`src/rtl/sample_limiter.sv`:
```
// Two-stage elastic offset-and-clamp pipeline with optional clip statistics.
// Define LIMITER_STATS_EN to build the clip counters and sticky flag; otherwise they read as zero.
module sample_limiter #(
    parameter int W_IN  = 8,
    parameter int W_OUT = 8
) (
    input  logic                    m_clock,
    input  logic                    mreset,
    input  logic signed [W_IN-1:0]  in_data,
    input  logic                    in_valid,
    output logic                    in_ready,
    input  logic signed [W_IN-1:0]  offset,
    input  logic                    mode,
    input  logic        [W_OUT-1:0] lo,
    input  logic        [W_OUT-1:0] hi,
    output logic        [W_OUT-1:0] out_data,
    output logic                    out_valid,
    input  logic                    out_ready,
    output logic        [15:0]      clip_lo_cnt,
    output logic        [15:0]      clip_hi_cnt,
    input  logic                    stats_clr,
    output logic                    clip_flag
);

    logic                   s1_valid;
    logic signed [W_IN:0]   s1_sum;
    logic                   s1_mode;
    logic       [W_OUT-1:0] s1_lo;
    logic       [W_OUT-1:0] s1_hi;

    logic                   s2_load;
    logic                   s1_adv;
    logic                   in_xfer;
    logic signed [W_IN:0]   sum_next;
    logic signed [W_IN:0]   lo_ext;
    logic signed [W_IN:0]   hi_ext;
    logic       [W_OUT-1:0] limited;
    logic                   low_clip;
    logic                   high_clip;

    assign s2_load  = !out_valid || out_ready;
    assign s1_adv   = s1_valid && s2_load;
    assign in_ready = !s1_valid || s1_adv;
    assign in_xfer  = in_valid && in_ready;

    // One guard bit makes the sum exact for any pair of W_IN-bit operands.
    assign sum_next = {in_data[W_IN-1], in_data} + {offset[W_IN-1], offset};
    assign lo_ext   = {{(W_IN+1-W_OUT){1'b0}}, s1_lo};
    assign hi_ext   = {{(W_IN+1-W_OUT){1'b0}}, s1_hi};

    always_comb begin
        limited   = s1_sum[W_OUT-1:0];
        low_clip  = 1'b0;
        high_clip = 1'b0;
        if (!s1_mode) begin
            // An inverted window collapses onto the lower bound.
            if (s1_lo > s1_hi) begin
                limited  = s1_lo;
                low_clip = 1'b1;
            end else if (s1_sum < lo_ext) begin
                limited  = s1_lo;
                low_clip = 1'b1;
            end else if (s1_sum > hi_ext) begin
                limited   = s1_hi;
                high_clip = 1'b1;
            end
        end
    end

    always_ff @(posedge m_clock) begin
        if (mreset) begin
            s1_valid <= 1'b0;
        end else if (in_xfer) begin
            s1_valid <= 1'b1;
        end else if (s1_adv) begin
            s1_valid <= 1'b0;
        end
    end

    // Bounds and mode travel with the sample so later changes cannot touch it.
    always_ff @(posedge m_clock) begin
        if (in_xfer) begin
            s1_sum  <= sum_next;
            s1_mode <= mode;
            s1_lo   <= lo;
            s1_hi   <= hi;
        end
    end

    always_ff @(posedge m_clock) begin
        if (mreset) begin
            out_valid <= 1'b0;
            out_data  <= '0;
        end else if (s2_load) begin
            out_valid <= s1_valid;
            if (s1_valid) begin
                out_data <= limited;
            end
        end
    end

`ifdef LIMITER_STATS_EN
    // A clip coinciding with a clear wins, so the counter restarts at one.
    always_ff @(posedge m_clock) begin
        if (mreset) begin
            clip_lo_cnt <= '0;
            clip_hi_cnt <= '0;
            clip_flag   <= 1'b0;
        end else begin
            if (s1_adv && low_clip) begin
                if (stats_clr) begin
                    clip_lo_cnt <= 16'd1;
                end else if (clip_lo_cnt != 16'hFFFF) begin
                    clip_lo_cnt <= clip_lo_cnt + 16'd1;
                end
            end else if (stats_clr) begin
                clip_lo_cnt <= '0;
            end

            if (s1_adv && high_clip) begin
                if (stats_clr) begin
                    clip_hi_cnt <= 16'd1;
                end else if (clip_hi_cnt != 16'hFFFF) begin
                    clip_hi_cnt <= clip_hi_cnt + 16'd1;
                end
            end else if (stats_clr) begin
                clip_hi_cnt <= '0;
            end

            if (s1_adv && (low_clip || high_clip)) begin
                clip_flag <= 1'b1;
            end else if (stats_clr) begin
                clip_flag <= 1'b0;
            end
        end
    end
`else
    logic unused_stats;
    assign unused_stats = stats_clr ^ low_clip ^ high_clip;
    assign clip_lo_cnt  = '0;
    assign clip_hi_cnt  = '0;
    assign clip_flag    = 1'b0;
`endif

endmodule

```
`config.mk`:
```
export PLATFORM = sky130hd
export DESIGN_NAME = sample_limiter
export DESIGN_NICKNAME = d
export VERILOG_FILES = /design/src/rtl/sample_limiter.sv
export SDC_FILE = /design/constraint.sdc
export NUM_CORES = 1
export LEC_CHECK = 0
export CAP_MARGIN = 0
export CORE_MARGIN = 4
export CORE_UTILIZATION = 40
export CTS_CLUSTER_SIZE = 24
export DETAILED_ROUTE_END_ITERATION = 16
export MAX_ROUTING_LAYER = met4
export PLACE_DENSITY = 0.71
export SKIP_CTS_REPAIR_TIMING = 1
export SLEW_MARGIN = 20
export SYNTH_ARGS = -nofsm -noshare
export SYNTH_HDL_FRONTEND = slang
export SYNTH_SLANG_ARGS = --single-unit
```
`constraint.sdc`:
```
create_clock -name m_clock -period 3.3 [get_ports m_clock]
set_input_delay 0.66 -clock m_clock [delete_from_list [all_inputs] [get_ports m_clock]]
set_output_delay 0.66 -clock m_clock [all_outputs]
set_load 0.01 [all_outputs]
```
==> impl_metrics.ini <==
[synthesis]
synth_xor_area_share_pct = 1.72
yosys-mux-area-fraction_pct = 3.63
count_of_flip_flops_with_a_built_in_enable_after_synthesis = 26
synthSimpleGateAreaFrac_pct = 10.0
synthDominantAreaCellType = sky130_fd_sc_hd__edfxtp_1
average_cell_area_after_synthesis_um2 = 9.99
yosys_register_bits = 36
netlist_instances = 255
async_reset_ff_share_pct = 0
synth_compound_area_share_pct = 15.4
synth_cell_type_count = 41
post_synthesis_cell_area_um2 = 2550
synth_area_leaders = sky130_fd_sc_hd__edfxtp_1 31%, sky130_fd_sc_hd__ha_1 15%, sky130_fd_sc_hd__buf_4 10%
synth-seq-area-share_pct = 38.5
post_synth_fa_ha_maj_area_fraction_pct = 16.0
warnings_synthesis = 0
ys.flop_type = sky130_fd_sc_hd__edfxtp_1
dominant_combinational_cell_family_by_area_after_synthesis = adder cells
yosysTopAreaCellShare_pct = 30.6

[power_and_ir_drop]
cellPowerDensity_nw_per_um2 = 412
p_leak_nw = 1.34
irDropWorstVdd_mv = 0.213
finalPower_w = 0.00126

[die]
row_count = 28
die_area_um2 = 7710
core_um2 = 6060
pin_count = 81
floorplan.die.width_um = 87.8
dieHeight_um = 87.8
start_util_pct = 42.1

[timing]
highest_clock_frequency_the_design_can_meet_mhz = 386
report.final.hold_viol_count = 0
tns_ns = 0
tightest_slew_ns = 0.671
finalWorstPathRequiredPeriod_ns = 2.59
slew_viol_final = 0
setup_failing_eps_final = 0
whs_ns = 0.530
final.setup_skew_ns = 0.00642
layout_worst_path_cycle_share_pct = 78.6
max-slew-margin-rel_pct = 55.2
rsz0062_at_grt = no

[clock_tree]
clock_latency_ns = 0.28
tritoncts.num_buffers = 5
cts-htree-levels = 2
cts_buffer_depth = 2
cts_tree = yes
cts.reportedPaths.clkPinSlew_ns = 0.07
clock-root-buffer = sky130_fd_sc_hd__clkbuf_8
cts.sinks = 36

[place]
io_buffers = 46
dpl.hpwl_mm = 3.80
dp.cells = 368
place.gp.congestion = 0.830

[finish]
flow.area_growth_from_synthesis_pct = 19.5
commonest_non_fill_non_tap_cell_in_the_layout = sky130_fd_sc_hd__clkdlybuf4s50_1
final_cell_mix = 46 x sky130_fd_sc_hd__clkdlybuf4s50_1, 33 x sky130_fd_sc_hd__conb_1, 31 x sky130_fd_sc_hd__ha_1
share_of_final_layout_standard_cells_stronger_than_drive_strength_1_pct = 3.99
layout.cells.non_filler = 376
num-nets-final = 370
diodes = 0

[route]
detailedRoute.firstIterationViolations = 71
route.antenna.remaining_nets = 0
post-route-drc-count = 0
drtPass1Iterations = 4
routed-via-count = 1835
avgRoutedWirePerCell_um = 12.5
drt-total-wl_mm = 4.72
via_cell_ratio = 4.88

[global_routing]
grt_remaining_overflow = 0
grt_use_total_pct = 12.8
grt_pass1_wl_mm = 7.59
pin_count_of_the_biggest_net_entering_global_routing = 27
initial_antenna_violation_count = 0
grt_pass1_vias = 1782

[run]
drv_cap = 0

[critical_path]
setup.worst_path.start_class = input pin
crit_path_end_kind = primary output
critical_path_required_ns = 2.64
cp.arrival_ns = 1.93
startpoint_to_endpoint_class_of_the_critical_path = input pin to primary output
critical_path.max_fanout = 5

[min_path]
holdCritPathClass = flop to flop

[outcome]
run_status = completed
worst paths after layout:
path	from	to	slack [ns]	cells past startpoint
setup / recovery	out_ready	in_ready	0.71	4
hold / removal	s1_valid	out_valid	0.53	2
setup reg to reg	s1_sum[6]	out_data[2]	0.80	7
hold reg to reg	s1_valid	out_valid	0.53	2
registers in the layout, indices dropped and copies added, names as in the netlist:
signal	count
out_data	8
out_valid	1
s1_hi	8
s1_lo	8
s1_mode	1
s1_sum	9
s1_valid	1
power by group:
part           total (W)  switching [W]  internal, W
clock network   0.000375       0.000151     0.000224
logic           0.000317       0.000159     0.000158
registers       0.000564      0.0000332     0.000530
total            0.00126       0.000343     0.000913
cell families after synthesis:
family,after synthesis
other,1
DFF,36
and+or+nand+nor,49
xor gates and xnor gates,5
adders and majority gates,32
muxes,8
AOI/OAI and AO/OA,61
buffers and inverters,63
routing by layer:
layer,up-vias,share of wire (%),track usage [%]
met2,58,47,21.1
met5,-,0,-
met3,5,6.4,2.92
met4,0,0.93,4.04
met1,839,46,15.6
li1,933,-,-
worst max-delay path, cell delays in order:
cell and delay [ns]:
sky130_fd_sc_hd__clkdlybuf4s50_1 0.40, sky130_fd_sc_hd__nor2b_1 0.27, sky130_fd_sc_hd__nand2_1 0.11, sky130_fd_sc_hd__clkdlybuf4s50_1 0.48
final cells by class:
class | instances | area (µm²)
clock buffers | 6 | 72.6
clock inverters | 2 | 35.0
fillers | 588 | 3010
inverters | 23 | 86.3
multi-input cells | 188 | 1320
flip-flops and latches | 36 | 981
well taps | 75 | 93.8
repair buffers | 46 | 460
synthesized netlist by cell type, drive strengths merged (6+ instances only):
cell type,instances
nor2,16
a21o,6
inv,23
buf,35
o21ai,11
dfxtp,10
ha,31
a21oi,22
edfxtp,26
nand2,6
through the flow:
stage	utilization, %	area [µm²]	worst slack [ns]
3_5_place_dp	48.5	2940	0.558
5_1_grt	50.3	3050	0.594
4_1_cts	50.2	3050	0.695
3_3_place_gp	48.5	2940	0.580
6_report	50.3	3050	0.708
2_1_floorplan	-	2670	1.13
Note: power is estimated with default switching activity, not from simulation.
